**src/rtl/saratoga_pkg.sv**
```systemverilog
// Shared trap-sequencer types: FSM state encoding, trap record layout and the
// interrupt bit position of mcause at the default datapath width.
package saratoga;

  localparam int TRAP_XLEN_DEF      = 32;
  localparam int TRAP_CAUSE_INT_BIT = TRAP_XLEN_DEF - 1;

  typedef enum logic {
    IDLE    = 1'b0,
    PENDING = 1'b1
  } trap_state_e;

  // Record layout at the default width; trap_ctrl mirrors it at its own XLEN.
  typedef struct packed {
    logic                     is_mret;
    logic [TRAP_XLEN_DEF-1:0] epc;
    logic [TRAP_XLEN_DEF-1:0] cause;
    logic [TRAP_XLEN_DEF-1:0] val;
  } trap_rec_t;

endpackage

```
**src/rtl/trap_ctrl_prio_enc.sv**
```systemverilog
// Lowest-index-wins priority encoder; idx is 0 when no request is set.
module trap_prio_enc #(
  parameter  int W  = 32,
  localparam int IW = (W > 1) ? $clog2(W) : 1
) (
  input  logic [W-1:0]  req,
  output logic          valid,
  output logic [IW-1:0] idx
);

  always_comb begin
    valid = |req;
    idx   = '0;
    for (int i = W - 1; i >= 0; i--) begin
      if (req[i]) idx = IW'(i);
    end
  end

endmodule

```
**src/rtl/trap_ctrl.sv**
```systemverilog
// Trap sequencer: picks the oldest exception/MRET (else lowest pending interrupt),
// registers it and holds trap_req until trap_ack. Vectored mode: TRAP_VECTORED_EN.
module trap_ctrl
  import saratoga::*;
#(
  parameter int XLEN       = 32,
  parameter int NUM_STAGES = 3,
  parameter int NUM_IRQ    = 32,
  parameter int CAUSE_W    = 5,
  parameter int MRET_STAGE = 1
) (
  input  logic                          clk,
  input  logic                          rst_n,
  input  logic [NUM_STAGES*XLEN-1:0]    stage_pc,
  input  logic [NUM_STAGES-1:0]         stage_bubble,
  input  logic [NUM_STAGES-1:0]         exc_flag,
  input  logic [NUM_STAGES*CAUSE_W-1:0] exc_cause,
  input  logic [NUM_STAGES*XLEN-1:0]    exc_val,
  input  logic                          mret,
  input  logic [NUM_IRQ-1:0]            interrupts,
  input  logic [XLEN-1:0]               mepc,
  input  logic [XLEN-1:0]               mtvec,
  output logic                          trap_req,
  input  logic                          trap_ack,
  output logic                          trap_is_mret,
  output logic [XLEN-1:0]               trap_addr,
  output logic [XLEN-1:0]               trap_epc,
  output logic [XLEN-1:0]               trap_cause,
  output logic [XLEN-1:0]               trap_val,
  output logic [NUM_STAGES-1:0]         squash
);

  localparam int SW = (NUM_STAGES > 1) ? $clog2(NUM_STAGES) : 1;
  localparam int IW = (NUM_IRQ > 1) ? $clog2(NUM_IRQ) : 1;

  typedef struct packed {
    logic            is_mret;
    logic [XLEN-1:0] epc;
    logic [XLEN-1:0] cause;
    logic [XLEN-1:0] val;
  } rec_t;

  trap_state_e           state_reg;
  rec_t                  rec_reg, rec_next;
  logic [NUM_STAGES-1:0] stage_cand, stage_cand_rev;
  logic                  stage_hit, irq_hit;
  logic [SW-1:0]         stage_rev_idx, win_stage;
  logic [IW-1:0]         irq_idx;
  logic [XLEN-1:0]       trap_base, vec_off;
  logic                  unused_mode;

  // Stage vector is reversed so the shared lowest-index encoder finds the oldest stage.
  generate
    for (genvar gi = 0; gi < NUM_STAGES; gi++) begin : g_cand
      assign stage_cand[gi] = !stage_bubble[gi] &&
                              (exc_flag[gi] || ((gi == MRET_STAGE) && mret));
      assign stage_cand_rev[gi] = stage_cand[NUM_STAGES-1-gi];
    end
  endgenerate

  trap_prio_enc #(.W(NUM_STAGES)) u_stage_enc (
    .req   (stage_cand_rev),
    .valid (stage_hit),
    .idx   (stage_rev_idx)
  );

  trap_prio_enc #(.W(NUM_IRQ)) u_irq_enc (
    .req   (interrupts),
    .valid (irq_hit),
    .idx   (irq_idx)
  );

  assign win_stage = SW'(NUM_STAGES - 1) - stage_rev_idx;

  always_comb begin
    rec_next = '0;
    if (stage_hit) begin
      rec_next.epc = stage_pc[win_stage*XLEN +: XLEN];
      if (exc_flag[win_stage]) begin
        rec_next.cause = XLEN'(exc_cause[win_stage*CAUSE_W +: CAUSE_W]);
        rec_next.val   = exc_val[win_stage*XLEN +: XLEN];
      end else begin
        rec_next.is_mret = 1'b1;
      end
    end else if (irq_hit) begin
      rec_next.cause[XLEN-1] = 1'b1;
      rec_next.cause[IW-1:0] = irq_idx;
      rec_next.epc           = stage_pc[XLEN-1:0];
    end
  end

  generate
    for (genvar gi = 0; gi < NUM_STAGES; gi++) begin : g_squash
      assign squash[gi] = (state_reg == IDLE) && stage_hit && (SW'(gi) <= win_stage);
    end
  endgenerate

  always_ff @(posedge clk) begin
    if (!rst_n) begin
      state_reg <= IDLE;
      rec_reg   <= '0;
    end else begin
      case (state_reg)
        IDLE: begin
          if (stage_hit || irq_hit) begin
            rec_reg   <= rec_next;
            state_reg <= PENDING;
          end
        end
        PENDING: begin
          if (trap_ack) state_reg <= IDLE;
        end
        default: state_reg <= IDLE;
      endcase
    end
  end

  assign trap_base   = {mtvec[XLEN-1:2], 2'b00};
  assign unused_mode = ^mtvec[1:0];

  always_comb begin
    vec_off = '0;
`ifdef TRAP_VECTORED_EN
    // The interrupt index sits in the low cause bits, so the offset is cause<<2.
    if ((mtvec[1:0] == 2'b01) && rec_reg.cause[XLEN-1])
      vec_off = {rec_reg.cause[XLEN-3:0], 2'b00};
`endif
  end

  always_comb begin
    trap_addr = '0;
    if (state_reg == PENDING)
      trap_addr = rec_reg.is_mret ? mepc : trap_base + vec_off;
  end

  assign trap_req     = (state_reg == PENDING);
  assign trap_is_mret = rec_reg.is_mret;
  assign trap_epc     = rec_reg.epc;
  assign trap_cause   = rec_reg.cause;
  assign trap_val     = rec_reg.val;

endmodule

```
**config.mk**
```make
export PLATFORM = sky130hd
export DESIGN_NAME = trap_ctrl
export DESIGN_NICKNAME = d
export VERILOG_FILES = /design/src/rtl/saratoga_pkg.sv /design/src/rtl/trap_ctrl_prio_enc.sv /design/src/rtl/trap_ctrl.sv
export SDC_FILE = /design/constraint.sdc
export NUM_CORES = 1
export LEC_CHECK = 0
export BUFFER_PORTS_ARGS = -buffer_cell sky130_fd_sc_hd__buf_2
export CORE_AREA = 2 2 174 176
export CTS_CLUSTER_DIAMETER = 100
export DETAILED_ROUTE_END_ITERATION = 6
export DIE_AREA = 0 0 176 178
export HOLD_SLACK_MARGIN = 0.12
export PLACE_DENSITY = 0.5
export SYNTH_ARGS = -nofsm -noshare
export SYNTH_HDL_FRONTEND = slang
export SYNTH_HIERARCHICAL = 1
export SYNTH_SLANG_ARGS = --single-unit
```
**constraint.sdc**
```tcl
create_clock -name clk -period 4.4 [get_ports clk]
set_input_delay 0.66 -clock clk [delete_from_list [all_inputs] [get_ports clk]]
set_output_delay 0.66 -clock clk [all_outputs]
set_load 0.1 [all_outputs]
```
==> flow_metrics.env, run 1 <==
export IMPL_yosys_warnings=6
export IMPL_leakage_nw=3.998
export IMPL_initial_core_util=0.1908
export IMPL_synth_area_per_cell_um2=8.374
export IMPL_core_area_mm2=0.02940
export IMPL_finClkSkew_ns=0.009506
export IMPL_min_delay_start="trap_cause[31]"
export IMPL_status="complete, no violations"
export IMPL_grt_pass1_wl_um=35090
export IMPL_final_setup_viol_count=0
export IMPL_cts_buffers=9
export IMPL_grt_max_degree=73
export IMPL_period_share=0.7137
export IMPL_whs_ns=0.5021
export IMPL_power_switching_mw=1.343
export IMPL_grtUsageTotal=0.1443
export IMPL_rows=63
export IMPL_worstSetupPathType="in -> out"
export IMPL_slew_violations=0
export IMPL_dpl_cell_area_mm2=0.007921
export IMPL_drtIter0Drc=256
export IMPL_cp_required_ns=3.74
export IMPL_grt_ovfl_total=0
export IMPL_met1_usage=0.1807
export IMPL_seq_area_frac_synth=0.2569
export IMPL_r2r_start="trap_req"
export IMPL_worst_skew_pair_late_latency_ns=0.35
export IMPL_syn_to_final_growth_pct=46.63
export IMPL_slew_headroom=0.3152
export IMPL_switching_share=0.4751
export IMPL_clock_path_buffers=2
export IMPL_pwr_share_seq=0.259
export IMPL_async_flop_share=0
export IMPL_maxCapViolCount=0
export IMPL_tightest_slew_ns=1.027
export IMPL_ctsHoldBuffers=0
export IMPL_worstPathArrival_ns=2.48
export IMPL_met2_usage=0.2480
export IMPL_clock_fmax_mhz=318.4
export IMPL_clkTransAtPathRegs_ns=0.06
export IMPL_peakVddDrop_mv=0.1547
export IMPL_ys_ff_latch=72
export IMPL_die_h_um=178
export IMPL_vias=6446
export IMPL_post_cts_resize_count=0
export IMPL_startpoint="exc_flag[2]"
export IMPL_numPortBuffers=417
export IMPL_fin_nets=1364
export IMPL_power_frac_comb=0.464
export IMPL_syn_area_mm2=0.005610
export IMPL_final_hold_violation_count=0
export IMPL_syn_inst=670
export IMPL_end_kind="output pin"
export IMPL_period_needed_ns=3.140
export IMPL_viasPerCell=4.458
export IMPL_cts_setup_buffers=0
export IMPL_dr_pass1_iters=5
export IMPL_num_fill_cells=3239
export IMPL_power_share_clock=0.277
export IMPL_wl_per_cell_um=16.49
export IMPL_layout_drive_gt1_share=0.4379
export IMPL_p_per_area_mw_per_mm2=343.6
export IMPL_cts_max_level=3
export IMPL_grt_util_met3=0.03133
export IMPL_globalplace_congestion=0.8834
export IMPL_chipWidth_um=176
export IMPL_antenna_found_initial=1
export IMPL_netlist_cell_type_count=47
export IMPL_synth_edf_count=0
export IMPL_root_buffer="clkbuf_16"
export IMPL_cts_tree="built"
export IMPL_min_path_type="reg -> reg"
export IMPL_final_cell_area_mm2=0.008227
export IMPL_drt_total_wl_um=23840
export IMPL_ys_dominant_reg_cell="dfxtp_1"
export IMPL_internal_power_mw=1.484
export IMPL_num_io_pins=446
export IMPL_setup_tns_ns=0
export IMPL_drc_errors=0
export IMPL_crit_fanout=29
export IMPL_grt_pass1_vias=6145
export IMPL_ant_nets=0
export IMPL_critPathLaunchType="input port"
export IMPL_dieArea_mm2=0.03133
export IMPL_clock_sinks=72
export IMPL_rsz0062_at_grt="no"
export IMPL_dp_hpwl_um=18080
export IMPL_top_usage_layer="met2"
[layout by cell type (no fill, tap or decap), drive strengths merged, types with 26 or more instances in the layout]
cell type / n
nor2b: 68
o21ai: 58
a32oi: 32
mux2i: 100
conb: 26
a22oi: 26
nor2: 47
buf: 431
o2bb2ai: 38
and2: 35
dfxtp: 72
a21boi: 28
[critical path, stage by stage]
cell,delay [ns]
buf_2,0.08
nor2b_1,0.28
or3_1,0.25
nand2b_4,0.16
inv_2,0.49
buf_2,0.54
[worst paths after layout]
kind | depth (start not counted) | endpoint | slack, ns
worst min register to register | 1 | trap_cause[31] | 0.50
worst min-delay path | 1 | trap_cause[31] | 0.50
worst max register to register | 5 | trap_val[15] | 2.51
worst max-delay path | 6 | squash[0] | 1.26
[per-layer routing]
layer | vias up | share of wire
met1 | 2993 | 0.43
met2 | 243 | 0.49
met3 | 23 | 0.065
li1 | 3187 | -
met4 | 0 | 0.015
met5 | - | 0
[layout make-up]
cell class | instances | area (um2) | area share
tap | 390 | 488.0 | 0.05932
timing repair buffer | 431 | 2220 | 0.2698
antenna | 1 | 2.502 | 0.0003042
inverter | 8 | 30.03 | 0.003650
sequential | 72 | 1443 | 0.1754
clock inverter | 7 | 77.57 | 0.009430
multi-input combinational | 528 | 3741 | 0.4548
clock buffer | 9 | 225.2 | 0.02738
[Yosys cell counts, types with 3 or more instances]
library cell  count  area [um2]
a22oi_1          26       195.2
nor2_1           45       168.9
buf_2            16       80.08
nor2b_1          68       425.4
o2bb2ai_1        38       332.8
mux2i_1         100        1001
nand3_1           6       30.03
clkbuf_1         28       105.1
buf_4            37       277.8
nor4_1            7       43.79
nand2_1           4       15.01
inv_1             7       26.28
nor3_1            5       25.02
and2_1           14       87.58
a21oi_1          18       90.09
a21boi_1         26       195.2
o21ai_1          26       130.1
and2_0           21       131.4
nor3b_1           3       22.52
a32oi_1          32       280.3
dfxtp_1          72        1441
o31ai_1           4       30.03
buf_6             6       67.56
o21ai_0          32       160.2
[sequential cells by signal (all words and copies together), names as in the netlist]
name,cells
trap_epc,32
trap_val,32
trap_cause,6
trap_is_mret,1
trap_req,1
[logic make-up (layout without fill, tap and decap cells)]
kind of cell | Yosys count | in the layout | synth area share
compound gates | 212 | 212 | 0.2674
fa+ha+maj | 1 | 1 | 0.002230
mux | 100 | 100 | 0.1784
buf+inv | 95 | 455 | 0.09991
flops | 72 | 72 | 0.2569
simple gates | 189 | 189 | 0.1945
other cells | 1 | 27 | 0.0006684
[per-stage QoR]
| step | total power, mW | utilization | worst slack, ns | instances |
|---|---|---|---|---|
| floorplan | 1.752 | - | 0.7568 | 695 |
| global placement | 2.065 | 0.2694 | 1.181 | 1429 |
| detailed placement | 2.068 | 0.2694 | 1.183 | 1429 |
| CTS | 2.871 | 0.2797 | 1.174 | 1445 |
| global route | 2.968 | 0.2797 | 1.120 | 1445 |
| finish | 2.827 | 0.2798 | 1.260 | 1446 |
[power by group through the flow]
stage          Clock (mW)  Combinational (mW)  Sequential [mW]
2_1_floorplan           0               0.695             1.06
3_3_place_gp            0                1.32            0.744
3_5_place_dp            0                1.32            0.745
4_1_cts             0.815                1.33            0.731
5_1_grt             0.844                1.39            0.737
6_report            0.784                1.31            0.731
(Power assumes the default switching activity.)
==> run 2, diff against run 1 <==
- CORE_AREA: 2 2 174 176 -> 2 2 172 174
- DIE_AREA: 0 0 176 178 -> 0 0 174 176
- PLACE_DENSITY: 0.5 -> 0.51
- clock period: 4.4 -> 3.01 ns (I/O delays scaled with it)
==> run 2 against run 1 <==
Critical path depth grew 1. Cell area up 3.0%. Clock power rose by 56%. Highest routed layer unchanged. Cell count up 0.14%. Count of clock-buffer cells in the layout did not move. Sequential power rose by 45%. Utilization increased by 1.7 points. Die area fell by 2.2%. Register-to-register slack worse by 1.5 ns. Power is 51% higher. Sequential share of layout area decreased by 0.52 points. Non-clock buffer count up 8. Critical endpoint unchanged.
==> flow_metrics.env, run 2 (synthesis results as in run 1) <==
export IMPL_worst_skew_pair_late_latency_ns=0.34
export IMPL_critPathLaunchType="input port"
export IMPL_worstPathArrival_ns=2.28
export IMPL_mostFrequentLayoutCells="414 x buf_2, 100 x mux2i_1, 71 x dfxtp_1"
export IMPL_setup_tns_ns=0
export IMPL_final_cells=1448
export IMPL_globalplace_congestion=0.8194
export IMPL_initial_core_util=0.1965
export IMPL_crit_fanout=42
export IMPL_grt_ovfl_total=0
export IMPL_final_common_cell="buf_2"
export IMPL_fin_nets=1372
export IMPL_pwr_share_seq=0.249
export IMPL_status="complete, no violations"
export IMPL_r2r_start="trap_req"
export IMPL_grtUsageTotal=0.1488
export IMPL_num_fill_cells=3221
export IMPL_syn_to_final_growth_pct=51.07
export IMPL_rsz0062_at_grt="no"
export IMPL_grt_pass1_vias=6290
export IMPL_layout_drive_gt1_share=0.4722
export IMPL_die_h_um=176
export IMPL_rows=62
export IMPL_dp_cells=1431
export IMPL_top_usage_layer="met2"
export IMPL_vias=6388
export IMPL_cts_max_level=3
export IMPL_p_per_area_mw_per_mm2=503.7
export IMPL_min_delay_start="trap_ack"
export IMPL_finalPower_mw=4.269
export IMPL_hold_end="trap_req"
export IMPL_power_frac_comb=0.466
export IMPL_startpoint="exc_flag[2]"
export IMPL_ctsHoldBuffers=0
export IMPL_antenna_found_initial=1
export IMPL_min_path_type="in -> reg"
export IMPL_grt_util_met3=0.02929
export IMPL_core_area_mm2=0.02855
export IMPL_clock_path_buffers=2
export IMPL_maxCapViolCount=0
export IMPL_numPortBuffers=417
export IMPL_end_kind="output pin"
export IMPL_internal_power_mw=2.300
export IMPL_period_needed_ns=2.735
export IMPL_met2_usage=0.2688
export IMPL_cp_required_ns=2.56
export IMPL_slew_violations=0
export IMPL_clock_sinks=72
export IMPL_post_cts_resize_count=0
export IMPL_final_hold_violation_count=0
export IMPL_wl_per_cell_um=16.68
export IMPL_slew_headroom=0.4528
export IMPL_switching_share=0.4612
export IMPL_final_setup_viol_count=0
export IMPL_finClkSkew_ns=0.008919
export IMPL_cts_setup_buffers=0
export IMPL_finalCoreUtilization=0.2969
export IMPL_leakage_nw=4.100
export IMPL_dp_hpwl_um=18630
export IMPL_cts_tree="built"
export IMPL_root_buffer="clkbuf_16"
export IMPL_worstSetupPathType="in -> out"
export IMPL_power_switching_mw=1.969
export IMPL_grt_max_degree=68
export IMPL_viasPerCell=4.412
export IMPL_reg2reg_depth=6
export IMPL_cts_buffers=9
export IMPL_ant_nets=0
export IMPL_crit_reg2reg_capture="trap_epc[0]"
export IMPL_num_io_pins=446
export IMPL_period_share=0.9087
export IMPL_dieArea_mm2=0.03062
export IMPL_tightest_slew_ns=0.8207
export IMPL_hold_path_depth=3
export IMPL_chipWidth_um=174
export IMPL_grt_pass1_wl_um=35490
export IMPL_dr_pass1_iters=4
export IMPL_peakVddDrop_mv=0.3011
export IMPL_met1_usage=0.1755
export IMPL_power_share_clock=0.285
export IMPL_clkTransAtPathRegs_ns=0.06
export IMPL_drtIter0Drc=296
export IMPL_drt_total_wl_um=24150
export IMPL_drc_errors=0
export IMPL_rrSetupSlack_ns=0.97
export IMPL_clock_fmax_mhz=365.6
[run 2: layer usage]
layer,wire [um],share of wire
met2,12050,0.50
met5,0,0
met4,624,0.026
met3,1348,0.056
met1,10130,0.42
[run 2: stage by stage]
step	area (um2)	hold WS, ns	setup slack, ns
3_5_place_dp	8145	0.4875	0.2016
3_3_place_gp	8145	0.4841	0.2368
6_report	8476	0.3998	0.2747
4_1_cts	8473	0.3816	0.2319
5_1_grt	8476	0.4098	0.1061
2_1_floorplan	5783	0.6394	0.09283
[run 2: cell type report]
class                   count  area, um2  share of cell area
inverters                   8      30.03            0.003543
repair buffers            439       2372              0.2799
flip-flops and latches     72       1443              0.1702
clock inverters             7      102.6             0.01211
well taps                 384      480.5             0.05669
clock buffers               9      225.2             0.02657
diodes                      1      2.502           0.0002952
multi-input cells         528       3820              0.4507
[run 2: worst max path at each step]
stage / end / cells past startpoint
after floorplan: trap_addr[10] / 4
after detailed placement: trap_epc[1] / 10
after CTS: squash[0] / 7
after global routing: squash[0] / 7
after global placement: trap_epc[1] / 10
final: squash[0] / 7
[run 2: worst max-delay path: stages]
cell and delay (ns):
buf_2 0.08, nor2b_1 0.30, or3_1 0.53, nand2b_4 0.22, inv_2 0.19, buf_12 0.26
buf_12 0.21
[run 2: power groups by stage]
stage          sequential (mW)  clock (mW)  combinational [mW]
6_report                  1.06        1.22                1.99
3_5_place_dp              1.09           0                2.00
4_1_cts                   1.07        1.28                2.01
5_1_grt                   1.07        1.31                2.09
2_1_floorplan             1.55           0                1.03
3_3_place_gp              1.08           0                2.00
==> run 3, diff against run 2 <==
- RECOVER_POWER: default -> 100
- SLEW_MARGIN: default -> 15
==> run 3 against run 2 <==
Cell area fell by 1.5%. Wire length rose by 0.24%. Utilization fell by 0.44 points. Register-to-register slack got worse by 0.27 ns. Clock skew fell by 0.00061 ns. Cell count did not move. Flip-flop and latch count did not move. Count of clock-buffer cells in the layout did not move. Sequential share of layout area rose by 0.26 points. Power fell by 0.75%. Non-clock buffer count did not move. Via count rose by 0.14%. Critical path type unchanged. Critical endpoint unchanged. Largest power group unchanged. Highest routed layer unchanged.
==> flow_metrics.env, run 3 (synthesis results as in run 1) <==
export IMPL_cts_max_level=3
export IMPL_critPathBufInv=4
export IMPL_core_area_mm2=0.02855
export IMPL_drc_errors=0
export IMPL_r2r_start="trap_req"
export IMPL_clock_sinks=72
export IMPL_ant_nets=0
export IMPL_finalPower_mw=4.238
export IMPL_end_kind="output pin"
export IMPL_grt_pass1_wl_um=35490
export IMPL_hold_path_depth=3
export IMPL_drtIter0Drc=295
export IMPL_cp_top_family="simple AND/OR/NAND/NOR gates"
export IMPL_dp_slack_ns=0.2016
export IMPL_globalplace_congestion=0.8194
export IMPL_wl_per_cell_um=16.72
export IMPL_slowest_stage="or3_1"
export IMPL_path_cells="buf_2, nor2b_1, or3_1, nand2b_4, inv_2, buf_8, buf_12"
export IMPL_clock_path_buffers=2
export IMPL_clock_fmax_mhz=361.9
export IMPL_grt_max_degree=68
export IMPL_period_share=0.9179
export IMPL_tightest_slew_ns=1.323
export IMPL_reg2reg_depth=6
export IMPL_crit_fanout=42
export IMPL_post_cts_resize_count=0
export IMPL_leakage_nw=3.770
export IMPL_cts_setup_buffers=0
export IMPL_layout_drive_gt1_share=0.4017
export IMPL_worstPathArrival_ns=2.31
export IMPL_rrSetupSlack_ns=0.70
export IMPL_critPathLaunchType="input port"
export IMPL_slew_violations=0
export IMPL_cts_tree="built"
export IMPL_numPortBuffers=417
export IMPL_grt_pass1_vias=6290
export IMPL_period_needed_ns=2.763
export IMPL_peakVddDrop_mv=0.2962
export IMPL_grtUsageTotal=0.1488
export IMPL_viasPerCell=4.418
export IMPL_chipWidth_um=174
export IMPL_ctsHoldBuffers=0
export IMPL_hold_end="trap_req"
export IMPL_status="complete, no violations"
export IMPL_cp_required_ns=2.56
export IMPL_whs_ns=0.3992
export IMPL_final_common_cell="buf_2"
export IMPL_rows=62
export IMPL_min_delay_start="trap_ack"
export IMPL_rsz0062_at_grt="no"
export IMPL_final_cell_area_mm2=0.008351
export IMPL_final_setup_viol_count=0
export IMPL_num_fill_cells=3248
export IMPL_finClkSkew_ns=0.008308
export IMPL_worst_skew_pair_late_latency_ns=0.34
export IMPL_worstSetupPathType="in -> out"
export IMPL_p_per_area_mw_per_mm2=507.5
export IMPL_root_buffer="clkbuf_16"
export IMPL_mostFrequentLayoutCells="310 x buf_2, 100 x mux2i_1, 72 x clkbuf_1"
export IMPL_num_io_pins=446
export IMPL_grt_ovfl_total=0
export IMPL_die_h_um=176
export IMPL_dpl_cell_area_mm2=0.008145
export IMPL_cts_buffers=9
export IMPL_min_path_type="in -> reg"
export IMPL_initial_core_util=0.1965
export IMPL_antenna_found_initial=1
export IMPL_fin_ws_ns=0.2472
export IMPL_fin_nets=1372
export IMPL_maxCapViolCount=0
export IMPL_slew_headroom=0.1217
export IMPL_syn_to_final_growth_pct=48.84
export IMPL_dp_hpwl_um=18630
export IMPL_max_stage_delay_ns=0.51
export IMPL_final_hold_violation_count=0
export IMPL_worst_path_stages=7
export IMPL_dieArea_mm2=0.03062
export IMPL_setup_tns_ns=0
export IMPL_crit_reg2reg_capture="trap_epc[1]"
export IMPL_dr_pass1_iters=4
export IMPL_vias=6397
export IMPL_drt_total_wl_um=24210
export IMPL_clkTransAtPathRegs_ns=0.06
[run 3: cell count changes in the layout (fill, tap and decap cells not counted), moves of 2 or more]
cell / delta
clkbuf_1: +72
nor2_1: +2
nor2_2: -2
a21boi_1: -16
clkbuf_2: +33
buf_12: -2
buf_2: -104
a21boi_0: +16
[run 3: through the flow]
stage / util / std cells
after global placement: 0.2853 / 1431
after global routing: 0.2925 / 1448
final: 0.2925 / 1448
after detailed placement: 0.2853 / 1431
after CTS: 0.2968 / 1447
after floorplan: - / 695
[run 3: area by class of cell]
class | instances | area, um2 | share of cell area
Clock buffer | 9 | 225.2 | 0.02697
Tap cell | 384 | 480.5 | 0.05754
Sequential cell | 72 | 1443 | 0.1728
Inverter | 8 | 30.03 | 0.003596
Clock inverter | 7 | 102.6 | 0.01229
Timing Repair Buffer | 439 | 2262 | 0.2709
Multi-Input combinational cell | 528 | 3805 | 0.4556
Antenna cell | 1 | 2.502 | 0.0002997
[run 3: worst min-delay path, cell delays in order]
cell	delay [ns]
buf_2	0.08
nand2b_1	0.08
a21boi_0	0.07
[run 3: routing by layer]
layer  vias to the layer above  GRT usage  part of all wire
met5                         -          0                 0
met4                         0    0.05147             0.024
met3                        25    0.02929             0.056
met2                       263     0.2688              0.50
met1                      2914     0.1755              0.42
li1                       3195          -                 -
[run 3: how the worst max path moves through the flow]
stage                        start            end  slack (ns)
finish                 exc_flag[2]      squash[0]        0.25
global route        interrupts[27]   trap_epc[11]        0.05
CTS                    exc_flag[2]      squash[0]        0.23
detailed placement  interrupts[27]    trap_epc[1]        0.20
global placement    interrupts[27]    trap_epc[1]        0.24
floorplan             trap_is_mret  trap_addr[10]        0.09
[run 3: report_power, final]
group / total (mW) / switching, mW / internal, mW
clock: 1.21 / 0.477 / 0.737
combinational: 1.96 / 1.44 / 0.516
sequential: 1.07 / 0.0479 / 1.02
total: 4.24 / 1.97 / 2.27
